==> src/rtl/alu_issue_pkg.sv <==
// Shared types and encodings for the ALU issue stage: ALU operation codes,
// RV64I opcode constants and the issued-beat payload.
package alu_issue_pkg;

  localparam int unsigned DATA_W = 64;
  localparam int unsigned OP_W   = 4;
  localparam int unsigned REG_W  = 5;

  localparam logic [OP_W-1:0] ALU_ADD  = 4'd0;
  localparam logic [OP_W-1:0] ALU_SUB  = 4'd1;
  localparam logic [OP_W-1:0] ALU_SLL  = 4'd2;
  localparam logic [OP_W-1:0] ALU_SLT  = 4'd3;
  localparam logic [OP_W-1:0] ALU_SLTU = 4'd4;
  localparam logic [OP_W-1:0] ALU_XOR  = 4'd5;
  localparam logic [OP_W-1:0] ALU_SRL  = 4'd6;
  localparam logic [OP_W-1:0] ALU_SRA  = 4'd7;
  localparam logic [OP_W-1:0] ALU_OR   = 4'd8;
  localparam logic [OP_W-1:0] ALU_AND  = 4'd9;

  localparam logic [6:0] OPC_OP        = 7'b0110011;
  localparam logic [6:0] OPC_OP_IMM    = 7'b0010011;
  localparam logic [6:0] OPC_OP_32     = 7'b0111011;
  localparam logic [6:0] OPC_OP_IMM_32 = 7'b0011011;
  localparam logic [6:0] OPC_LUI       = 7'b0110111;
  localparam logic [6:0] OPC_AUIPC     = 7'b0010111;

  localparam logic [6:0] F7_BASE = 7'b0000000;
  localparam logic [6:0] F7_ALT  = 7'b0100000;
  localparam logic [5:0] F6_BASE = 6'b000000;
  localparam logic [5:0] F6_ALT  = 6'b010000;

  typedef struct packed {
    logic [OP_W-1:0]   op;
    logic [DATA_W-1:0] in1;
    logic [DATA_W-1:0] in2;
    logic [REG_W-1:0]  rd;
    logic              we;
    logic              word;
    logic              illegal;
  } issue_beat_t;

  function automatic logic [DATA_W-1:0] sext32(input logic [31:0] v);
    return {{32{v[31]}}, v};
  endfunction

endpackage

==> src/rtl/alu_issue_decode.sv <==
// Combinational RV64I integer decode: instruction word plus operands and PC
// in, one ALU issue beat out.
module alu_issue_decode
  import alu_issue_pkg::*;
(
  input  logic [31:0]       i_insn,
  input  logic [DATA_W-1:0] i_pc,
  input  logic [DATA_W-1:0] i_rs1,
  input  logic [DATA_W-1:0] i_rs2,
  output issue_beat_t       o_beat
);

  logic [6:0]        w_opcode;
  logic [2:0]        w_funct3;
  logic [6:0]        w_funct7;
  logic [5:0]        w_funct6;
  logic [REG_W-1:0]  w_rd;
  logic [DATA_W-1:0] w_imm_i;
  logic [DATA_W-1:0] w_imm_u;
  logic [DATA_W-1:0] w_rs1_zw;
  logic [DATA_W-1:0] w_rs1_sw;
  logic [DATA_W-1:0] w_shamt6;
  logic [DATA_W-1:0] w_shamt5_imm;
  logic [DATA_W-1:0] w_shamt5_reg;

  assign w_opcode     = i_insn[6:0];
  assign w_funct3     = i_insn[14:12];
  assign w_funct7     = i_insn[31:25];
  assign w_funct6     = i_insn[31:26];
  assign w_rd         = i_insn[11:7];
  assign w_imm_i      = {{52{i_insn[31]}}, i_insn[31:20]};
  assign w_imm_u      = sext32({i_insn[31:12], 12'd0});
  assign w_rs1_zw     = {32'd0, i_rs1[31:0]};
  assign w_rs1_sw     = sext32(i_rs1[31:0]);
  assign w_shamt6     = {58'd0, i_insn[25:20]};
  assign w_shamt5_imm = {59'd0, i_insn[24:20]};
  assign w_shamt5_reg = {59'd0, i_rs2[4:0]};

  logic [OP_W-1:0]   w_op;
  logic [DATA_W-1:0] w_in1;
  logic [DATA_W-1:0] w_in2;
  logic              w_word;
  logic              w_legal;

  // Opcode/funct decode; anything unmatched falls out as illegal.
  always_comb begin
    w_op    = ALU_ADD;
    w_in1   = '0;
    w_in2   = '0;
    w_word  = 1'b0;
    w_legal = 1'b0;
    case (w_opcode)
      OPC_OP_IMM: begin
        w_legal = 1'b1;
        w_in1   = i_rs1;
        w_in2   = w_imm_i;
        case (w_funct3)
          3'b000: w_op = ALU_ADD;
          3'b010: w_op = ALU_SLT;
          3'b011: w_op = ALU_SLTU;
          3'b100: w_op = ALU_XOR;
          3'b110: w_op = ALU_OR;
          3'b111: w_op = ALU_AND;
          3'b001: begin
            w_op    = ALU_SLL;
            w_in2   = w_shamt6;
            w_legal = (w_funct6 == F6_BASE);
          end
          default: begin
            w_in2 = w_shamt6;
            if (w_funct6 == F6_BASE)     w_op = ALU_SRL;
            else if (w_funct6 == F6_ALT) w_op = ALU_SRA;
            else                         w_legal = 1'b0;
          end
        endcase
      end
      OPC_OP: begin
        w_legal = 1'b1;
        w_in1   = i_rs1;
        w_in2   = i_rs2;
        if (w_funct7 == F7_BASE) begin
          case (w_funct3)
            3'b000:  w_op = ALU_ADD;
            3'b001:  w_op = ALU_SLL;
            3'b010:  w_op = ALU_SLT;
            3'b011:  w_op = ALU_SLTU;
            3'b100:  w_op = ALU_XOR;
            3'b101:  w_op = ALU_SRL;
            3'b110:  w_op = ALU_OR;
            default: w_op = ALU_AND;
          endcase
        end else if (w_funct7 == F7_ALT) begin
          case (w_funct3)
            3'b000:  w_op = ALU_SUB;
            3'b101:  w_op = ALU_SRA;
            default: w_legal = 1'b0;
          endcase
        end else begin
          w_legal = 1'b0;
        end
      end
      OPC_LUI: begin
        w_legal = 1'b1;
        w_in2   = w_imm_u;
      end
      OPC_AUIPC: begin
        w_legal = 1'b1;
        w_in1   = i_pc;
        w_in2   = w_imm_u;
      end
      OPC_OP_IMM_32: begin
        w_word = 1'b1;
        w_in1  = i_rs1;
        w_in2  = w_shamt5_imm;
        case (w_funct3)
          3'b000: begin
            w_legal = 1'b1;
            w_in2   = w_imm_i;
          end
          3'b001: begin
            w_op    = ALU_SLL;
            w_legal = (w_funct7 == F7_BASE);
          end
          3'b101: begin
            w_legal = 1'b1;
            if (w_funct7 == F7_BASE) begin
              w_op  = ALU_SRL;
              w_in1 = w_rs1_zw;
            end else if (w_funct7 == F7_ALT) begin
              w_op  = ALU_SRA;
              w_in1 = w_rs1_sw;
            end else begin
              w_legal = 1'b0;
            end
          end
          default: w_legal = 1'b0;
        endcase
      end
      OPC_OP_32: begin
        w_word  = 1'b1;
        w_legal = 1'b1;
        w_in1   = i_rs1;
        w_in2   = i_rs2;
        case ({w_funct7, w_funct3})
          {F7_BASE, 3'b000}: w_op = ALU_ADD;
          {F7_ALT,  3'b000}: w_op = ALU_SUB;
          {F7_BASE, 3'b001}: begin
            w_op  = ALU_SLL;
            w_in2 = w_shamt5_reg;
          end
          {F7_BASE, 3'b101}: begin
            w_op  = ALU_SRL;
            w_in1 = w_rs1_zw;
            w_in2 = w_shamt5_reg;
          end
          {F7_ALT, 3'b101}: begin
            w_op  = ALU_SRA;
            w_in1 = w_rs1_sw;
            w_in2 = w_shamt5_reg;
          end
          default: w_legal = 1'b0;
        endcase
      end
      default: w_legal = 1'b0;
    endcase
  end

  // Illegal beats are flattened to a harmless ADD 0,0 with no writeback.
  always_comb begin
    o_beat         = '0;
    o_beat.rd      = w_rd;
    o_beat.illegal = !w_legal;
    if (w_legal) begin
      o_beat.op   = w_op;
      o_beat.in1  = w_in1;
      o_beat.in2  = w_in2;
      o_beat.word = w_word;
      o_beat.we   = (w_rd != '0);
    end else begin
      o_beat.op   = ALU_ADD;
    end
  end

endmodule

==> src/rtl/alu_issue.sv <==
// ALU issue stage: decodes one instruction per beat into a single registered
// output slot with valid/ready flow control on both sides.
module alu_issue
  import alu_issue_pkg::*;
#(
  parameter int unsigned XLEN     = 64,
  parameter logic [63:0] RESET_PC = 64'd0
) (
  input  logic            clk_i,
  input  logic            reset_i,
  input  logic            valid_i,
  output logic            ready_o,
  input  logic [31:0]     insn_i,
  input  logic [XLEN-1:0] pc_i,
  input  logic [XLEN-1:0] rs1_val_i,
  input  logic [XLEN-1:0] rs2_val_i,
  output logic            valid_o,
  input  logic            ready_i,
  output logic [OP_W-1:0] operation_o,
  output logic [XLEN-1:0] in1_o,
  output logic [XLEN-1:0] in2_o,
  output logic [4:0]      rd_o,
  output logic            we_o,
  output logic            word_o,
  output logic            illegal_o
);

  if (XLEN != DATA_W) begin : g_xlen_chk
    $error("alu_issue: only XLEN=64 is supported");
  end
  if (RESET_PC[1:0] != 2'b00) begin : g_pc_chk
    $error("alu_issue: RESET_PC must be 4-byte aligned");
  end

  issue_beat_t w_dec_beat;
  logic        w_accept;
  logic        r_valid;
  issue_beat_t r_beat;

  alu_issue_decode u_decode (
    .i_insn (insn_i),
    .i_pc   (pc_i),
    .i_rs1  (rs1_val_i),
    .i_rs2  (rs2_val_i),
    .o_beat (w_dec_beat)
  );

  assign ready_o  = !r_valid || ready_i;
  assign w_accept = valid_i && ready_o;

  // Single output slot; a new beat may replace the draining one in the same cycle.
  always_ff @(posedge clk_i) begin
    if (reset_i) begin
      r_valid <= 1'b0;
      r_beat  <= '0;
    end else if (w_accept) begin
      r_valid <= 1'b1;
      r_beat  <= w_dec_beat;
    end else if (ready_i) begin
      r_valid <= 1'b0;
    end
  end

  assign valid_o     = r_valid;
  assign operation_o = r_beat.op;
  assign in1_o       = r_beat.in1;
  assign in2_o       = r_beat.in2;
  assign rd_o        = r_beat.rd;
  assign we_o        = r_beat.we;
  assign word_o      = r_beat.word;
  assign illegal_o   = r_beat.illegal;

endmodule
==> config.mk <==
export PLATFORM = sky130hd
export DESIGN_NAME = alu_issue
export DESIGN_NICKNAME = d
export VERILOG_FILES = /design/src/rtl/alu_issue_pkg.sv /design/src/rtl/alu_issue_decode.sv /design/src/rtl/alu_issue.sv
export SDC_FILE = /design/constraint.sdc
export NUM_CORES = 1
export LEC_CHECK = 0
export BUFFER_PORTS_ARGS = -buffer_cell sky130_fd_sc_hd__buf_2
export CAP_MARGIN = 0
export CORE_MARGIN = 3
export CORE_UTILIZATION = 44
export DETAILED_ROUTE_END_ITERATION = 8
export GPL_ROUTABILITY_DRIVEN = 0
export PLACE_DENSITY = 0.78
export SKIP_LAST_GASP = 1
export SLEW_MARGIN = 20
export SYNTH_ARGS = -nofsm -noshare
export SYNTH_HDL_FRONTEND = slang
export SYNTH_HIERARCHICAL = 1
export SYNTH_SLANG_ARGS = --single-unit
export TNS_END_PERCENT = 30
==> constraint.sdc <==
create_clock -name clk_i -period 3 [get_ports clk_i]
set_input_delay 0.9 -clock clk_i [delete_from_list [all_inputs] [get_ports clk_i]]
set_output_delay 0.9 -clock clk_i [all_outputs]
set_load 0.01 [all_outputs]
After elaboration in Yosys (flattened, before gate mapping)
Cells that the tools add are included.
{"block": "totals", "regBits": 141, "wordCells": 82}
{"block": "classes", "eq_ne": 19, "muxes": 38, "n_reduce_logical": 17}
{"operator": "$mux W64", "n": 6}
{"operator": "$pmux W64 S5", "n": 1}
{"operator": "$pmux W64 S4", "n": 1}
{"operator": "$mux W128", "n": 1}
{"operator": "$pmux W64 S2", "n": 1}
{"operator": "$pmux W4 S7", "n": 2}
{"operator": "$eq A7 B6 Y1 const B", "n": 4}
{"operator": "$eq A7 B5 Y1 const B", "n": 3}
{"operator": "$eq A10 B9 Y1 const B", "n": 2}
{"operator": "$mux W4", "n": 5}
{"operator": "$pmux W4 S4", "n": 1}
{"operator": "$eq A3 B3 Y1 const B", "n": 4}
{"operator": "$pmux W3 S4", "n": 1}
{"operator": "$mux W1", "n": 11}
{"operator": "$eq A10 B1 Y1 const B", "n": 1}
{"operator": "$eq A10 B3 Y1 const B", "n": 1}
{"operator": "$logic_not A10 Y1", "n": 1}
{"operator": "$pmux W4 S2", "n": 1}
{"operator": "$reduce_or A2 Y1", "n": 4}
{"operator": "$logic_not A7 Y1", "n": 1}
{"operator": "$eq A3 B2 Y1 const B", "n": 2}
{"operator": "$eq A6 B5 Y1 const B", "n": 1}
{"operator": "$logic_not A6 Y1", "n": 1}
{"operator": "$mux W3", "n": 2}
{"operator": "other kinds (15)", "n": 16}

Longest topological paths before layout
Gate-level depths: netlist of the first run.
{"block": "logic_depth", "ltp_word": 7, "ltp_mapped": 10, "mapped_depth_nobuf": 7}

Modules after synthesis
Netlist of the first run, hierarchy kept.
{"mod": "alu_issue", "instances": 1, "cells_per_inst": 642, "area_each_um2": 6087.1, "seq_area_each_um2": 2822.7}
{"mod": "alu_issue_decode", "instances": 1, "cells_per_inst": 461, "area_each_um2": 2534.9, "seq_area_each_um2": 0.0}

Worst setup path after synthesis of the first run
No wires, ideal clock.
{"block": "synth_timing", "path_kind": "input -> register", "startpoint": "in insn_i[27]", "endpoint": "reg r_beat (netlist bit in2_o[23])", "t_arrival_ps": 2755, "slack_ps": 113, "stages": 9, "path_buffers": 2, "path_cell_list": "or4_4 > or2_0 > buf_6 > o311a_4 > buf_6 > a222oi_1 > nor2_1 > nand3_1 > a21oi_1"}
{"element": "start, declared", "line_no": "alu_issue.sv:13", "text": "input logic [31:0] insn_i,"}
{"element": "end signal, assigned", "line_no": "alu_issue.sv:58", "text": "r_beat <= w_dec_beat;"}
{"element": "end, declared", "line_no": "alu_issue.sv:38", "text": "issue_beat_t r_beat;"}

==> results of run 1 <==
power groups by stage:
stage | clock (mW) | combinational, mW | sequential (mW)
after floorplan | 0 | 0.232 | 1.93
after global placement | 0 | 0.471 | 1.92
after detailed placement | 0 | 0.477 | 1.92
after CTS | 2.13 | 0.479 | 1.88
after global routing | 2.23 | 0.526 | 1.88
final | 2.10 | 0.483 | 1.88
Yosys cell counts, types with 10 or more instances:
cell / number / share of area [%]
clkbuf_1: 69 / 3.0
buf_4: 10 / 0.87
o21ai_0: 65 / 3.8
buf_6: 15 / 2.0
nand2_1: 76 / 3.3
dfxtp_1: 141 / 33
nand3_1: 145 / 8.4
a31oi_1: 32 / 2.3
buf_2: 44 / 2.6
a222oi_1: 19 / 2.2
nor2_1: 63 / 2.7
a22oi_1: 37 / 3.2
a21bo_1: 138 / 16
a21oi_1: 177 / 10
worst max-delay path, delay by kind of cell:
kind                   cells  cell delay [ns]
and+or+nand+nor            4             1.40
AOI/OAI and AO/OA          3             0.44
buffers and inverters      2             0.40
worst max-delay path by stage:
| stage | start | to | slack (ns) |
|---|---|---|---|
| 6_report | insn_i[1] | in2_o[57] | 0.11 |
| 5_1_grt | insn_i[27] | in1_o[62] | 0.005 |
| 4_1_cts | insn_i[1] | in2_o[57] | 0.03 |
| 3_5_place_dp | insn_i[1] | in2_o[53] | -0.40 |
| 3_3_place_gp | insn_i[6] | in1_o[33] | -0.36 |
| 2_1_floorplan | insn_i[27] | in2_o[23] | 0.11 |
state kept, by name, summed over array words and instances, names as in the netlist:
register,count
illegal_o,1
in1_o,64
in2_o,64
operation_o,4
rd_o,5
valid_o,1
we_o,1
word_o,1
layer usage:
| layer | up-vias | share of wire [%] | GRT usage [%] |
|---|---|---|---|
| met5 | - | 0 | 0 |
| met4 | 0 | 2.7 | 9.17 |
| met3 | 51 | 8.6 | 6.63 |
| met1 | 4484 | 41 | 33.0 |
| li1 | 4648 | - | - |
| met2 | 454 | 48 | 42.2 |
final cells by class:
class                   instances  area (µm²)  share of cell area, %
repair buffers                434        2590                   22.7
flip-flops and latches        141        2820                   24.7
multi-input cells             817        5100                   44.6
inverters                       3        11.3                 0.0986
well taps                     260         325                   2.85
clock buffers                  19         443                   3.88
clock inverters                12         138                   1.20
cells by family after synthesis:
kind of cell / share of synthesized area (%)
AO/OA/AOI/OAI: 40.2
buffers and inverters: 8.72
flip-flops: 32.7
multiplexers: 0.943
AND/OR/NAND/NOR: 17.3
XOR/XNOR: 0.102
==> metrics.yaml, run 1 <==
critical_path:
  worst_path_max_delay_cell: "nor4_4"
  end_kind: "flop"
  cpPeakStageDelay_ns: 0.85
  worstPathArrival_ns: 3.16
  crit_type: "in2reg"
  r2r_end: "in2_o[35]"
  path_cells: "buf_2, and4b_1, and3_1, a32o_1, nor4_4, buf_12, a21oi_1, nand3_1, a21oi_1"
  rr_startpoint: "valid_o"
  startpoint_type: "primary input"
  critical_path.max_fanout: 40
  rrSetupSlack_ns: 1.59
  cp.required_ns: 3.27
  rr_worst_depth: 4
  path_common_cell: "a21oi_1"
pwr:
  power.switching_mw: 1.14
  peakVddDrop_uv: 349
  power.internal_mw: 3.32
  p_clk_share_pct: 47.0
  p_leak_nw: 4.44
  combPwrFrac_pct: 10.8
  swShare_pct: 25.5
  seqPwrFrac_pct: 42.2
  powerDensity_mw_per_mm2: 390
  total_power_mw: 4.46
place:
  placed_area_mm2: 0.0108
  pre_cts_slack_ns: -0.399
  dp_cells: 1655
  io_buffer_count: 369
  dp_hpwl_mm: 20.0
sta:
  fin_hold_ws_ns: 0.568
  finalSetupViolCount: 0
  fmax_mhz: 347
  post-route-period-util_pct: 96.2
  rsz0062_at_grt: "no"
  min_period_ns: 2.89
  clock_skew_ns: 0.0134
  slew_headroom_pct: 24.6
  tightest_slew_ns: 1.12
  drv_slew: 0
  setup_ws_ns: 0.114
  tns_ns: 0
  hold_viol: 0
run_status:
  status: "finished, final reports clean"
yosys:
  synth_edf_count: 0
  synthesis.instances: 1103
  async_flop_share_pct: 0
  yosysSeqAreaShare_pct: 32.7
  syn_area_mm2: 0.00862
  yosysWarnings: 6
  ys.flop_type: "dfxtp_1"
  synth_seq_cells: 141
  ys_types: 53
  avgSynthCellArea_um2: 7.82
  syn-num-nets: 1331
drt:
  vias_per_cell: 5.72
  wl_per_cell_um: 17.2
  vias: 9637
  route.detailed.drc: 0
  wl_mm: 29.0
  firstDrtPassIters: 8
  drt-initial-drc-count: 737
  antenna_left: 0
worst_hold_path:
  min_path_cells: 2
  min-delay-start: "in2_o[14]"
  hold_end: "in2_o[14]"
  hold_path.class: "reg2reg"
layout:
  final_common_cell: "buf_2"
  nets: 1642
  post-route-util_pct: 60.3
  final_cell_mix: "367 x buf_2, 177 x a21oi_1, 145 x nand3_1, 141 x dfxtp_1, 138 x a21bo_1"
  nFillCells: 1691
  antenna_cells: 0
  final_cells: 1686
  syn2layout_area_growth_pct: 32.5
  final_cell_area_mm2: 0.0114
  drive_gt1_share_pct: 33.8
clock_tree:
  cts_root_buffer: "clkbuf_16"
  clk_pin_slew_ns: 0.06
  clock_latency_ns: 0.42
  max-clock-path-buffers: 2
  ctsHoldBuffers: 0
  cts_made_buffers: 17
  cts_resized: 0
  cts_tree: "done"
  htree_levels: 4
  clock_sinks: 141
  cts_setup_buffers: 0
floorplan:
  rows: 50
  dieHeight_um: 146
  start_util_pct: 45.5
  io_pins: 370
  coreArea_mm2: 0.0190
  die_w_um: 146
  die_area_mm2: 0.0213
global_route:
  first_global_vias: 8824
  grt_pass1_wl_mm: 45.9
  antenna_found_initial: 0
  grt_max_degree: 147
  overflow: 0
  track_usage_pct: 25.8
job:
  max_cap_violations: 0
Note: power is estimated with default switching activity, not from simulation.
==> run 2: changes to the inputs <==
--- a/config.mk
+++ b/config.mk
@@ -8,10 +8,11 @@
 export BUFFER_PORTS_ARGS = -buffer_cell sky130_fd_sc_hd__buf_2
 export CAP_MARGIN = 0
 export CORE_MARGIN = 3
-export CORE_UTILIZATION = 44
+export CORE_UTILIZATION = 45
+export CTS_BUF_LIST = sky130_fd_sc_hd__clkbuf_4 sky130_fd_sc_hd__clkbuf_8
 export DETAILED_ROUTE_END_ITERATION = 8
 export GPL_ROUTABILITY_DRIVEN = 0
-export PLACE_DENSITY = 0.78
+export PLACE_DENSITY = 0.79
 export SKIP_LAST_GASP = 1
 export SLEW_MARGIN = 20
 export SYNTH_ARGS = -nofsm -noshare
==> run 2 against run 1 <==
Register-to-register slack got worse by 0.13 ns; design area down 2.8%; die area is 2.1% lower; sequential power hardly changed; flip-flop and latch count is the same; sequential share of layout area grew 0.71 points; clock-buffer cell count fell by 2; wire length increased by 2.1%; first-iteration DRC count is 5.6% higher; worst hold slack barely moved.
==> metrics.yaml, run 2 (synthesis gave the netlist of run 1 again) <==
run_status:
  status: "finished, final reports clean"
pwr:
  peakVddDrop_uv: 245
  p_leak_nw: 4.31
  powerDensity_mw_per_mm2: 351
critical_path:
  startpoint: "insn_i[27]"
  rr_worst_depth: 4
  worstPathArrival_ns: 3.25
  crit_type: "in2reg"
  cp_top_family: "simple AND/OR/NAND/NOR gates"
  worst_path_max_delay_cell: "or4_4"
  cp.required_ns: 3.39
  rr_startpoint: "valid_o"
  path_buf_inv: 3
  path_cells: "buf_2, or4_4, or2_0, nor3_1, nor4_4, buf_4, buf_12, a211oi_1, nand3_1, a21oi_1"
  end_kind: "flop"
  endpoint: "in2_o[5]"
  cpPeakStageDelay_ns: 0.55
  rrSetupSlack_ns: 1.46
  critical_path.max_fanout: 15
  startpoint_type: "primary input"
  path_depth: 10
  r2r_end: "in2_o[55]"
clock_tree:
  max-clock-path-buffers: 2
  cts_root_buffer: "clkbuf_8"
  cts_made_buffers: 17
  clock_latency_ns: 0.45
  cts_tree: "done"
  clk_pin_slew_ns: 0.09
  ctsHoldBuffers: 0
  clock_sinks: 141
  htree_levels: 4
floorplan:
  io_pins: 370
  die_area_mm2: 0.0209
  start_util_pct: 46.9
  rows: 49
  dieHeight_um: 144
  coreArea_mm2: 0.0184
  die_w_um: 144
sta:
  clock_skew_ns: 0.0133
  min_period_ns: 2.87
  tightest_slew_ns: 0.734
  slew_headroom_pct: 51.1
  fmax_mhz: 349
  post-route-period-util_pct: 95.6
  drv_slew: 0
  rsz0062_at_grt: "no"
  hold_viol: 0
  finalSetupViolCount: 0
drt:
  vias: 9683
  wl_mm: 29.6
  firstDrtPassIters: 8
  wl_per_cell_um: 17.9
  antenna_left: 0
  vias_per_cell: 5.86
  drt-initial-drc-count: 778
  route.detailed.drc: 0
layout:
  drive_gt1_share_pct: 33.6
  final_common_cell: "buf_2"
  final_cells: 1652
  post-route-util_pct: 60.4
  syn2layout_area_growth_pct: 28.8
  final_cell_mix: "367 x buf_2, 177 x a21oi_1, 145 x nand3_1, 141 x dfxtp_1, 138 x a21bo_1"
  nets: 1636
place:
  dp_cells: 1615
  dp_hpwl_mm: 19.9
  io_buffer_count: 369
global_route:
  track_usage_pct: 26.4
  grt_max_degree: 172
  antenna_found_initial: 3
  overflow: 0
  grt_pass1_wl_mm: 44.6
  first_global_vias: 8660
job:
  max_cap_violations: 0
worst_hold_path:
  hold_path.class: "reg2reg"
run 2: cell type report:
cell class / count / area, µm²
Multi-Input combinational cell: 817 / 5100
Sequential cell: 141 / 2820
Inverter: 3 / 11.3
Clock buffer: 17 / 234
Timing Repair Buffer: 428 / 2490
Fill cell: 1700 / 7290
Tap cell: 229 / 287
Clock inverter: 14 / 146
Antenna cell: 3 / 7.51
run 2: worst min-delay path by stage:
stage	start	end	slack, ns	cells after the start
final	in1_o[5]	in1_o[5]	0.57	2
after global routing	in1_o[40]	in1_o[40]	0.59	2
after CTS	in2_o[25]	in2_o[25]	0.57	2
after detailed placement	in2_o[25]	in2_o[25]	0.55	2
after global placement	in1_o[4]	in1_o[4]	0.56	2
after floorplan	illegal_o	illegal_o	0.59	2
run 2: repair_timing:
action / CTS / global route
gates resized for setup: 0 / 0
endpoints found under the setup margin: 0 / 12
buffers inserted: 0 / 2
run 2: power by group:
group / switching [mW] / internal, mW / total [mW]
sequential: 0.00347 / 1.88 / 1.88
clock: 0.807 / 0.735 / 1.54
combinational: 0.287 / 0.189 / 0.476
total: 1.10 / 2.80 / 3.90
run 2: through the flow:
step	setup TNS, ns	instance area [µm²]	setup slack (ns)	total power [mW]	hold slack [ns]
global placement	-31.02	10700	-0.308	2.39	0.555
global route	0	11100	0.0552	4.05	0.594
finish	0	11100	0.132	3.90	0.568
floorplan	0	8620	0.113	2.16	0.592
CTS	0	11100	0.124	3.92	0.571
detailed placement	-35.73	10700	-0.361	2.39	0.552
run 2: layer usage:
layer / global-route usage (%) / wire length (µm)
met1: 33.7 / 11900
met2: 42.9 / 14100
met3: 6.61 / 2640
met4: 10.5 / 916
met5: 0 / 0
run 2: worst min-delay path: stages, from the launching register on:
cell and delay [ns]:
dfxtp_1 0.31, a21bo_1 0.16, a21oi_1 0.05
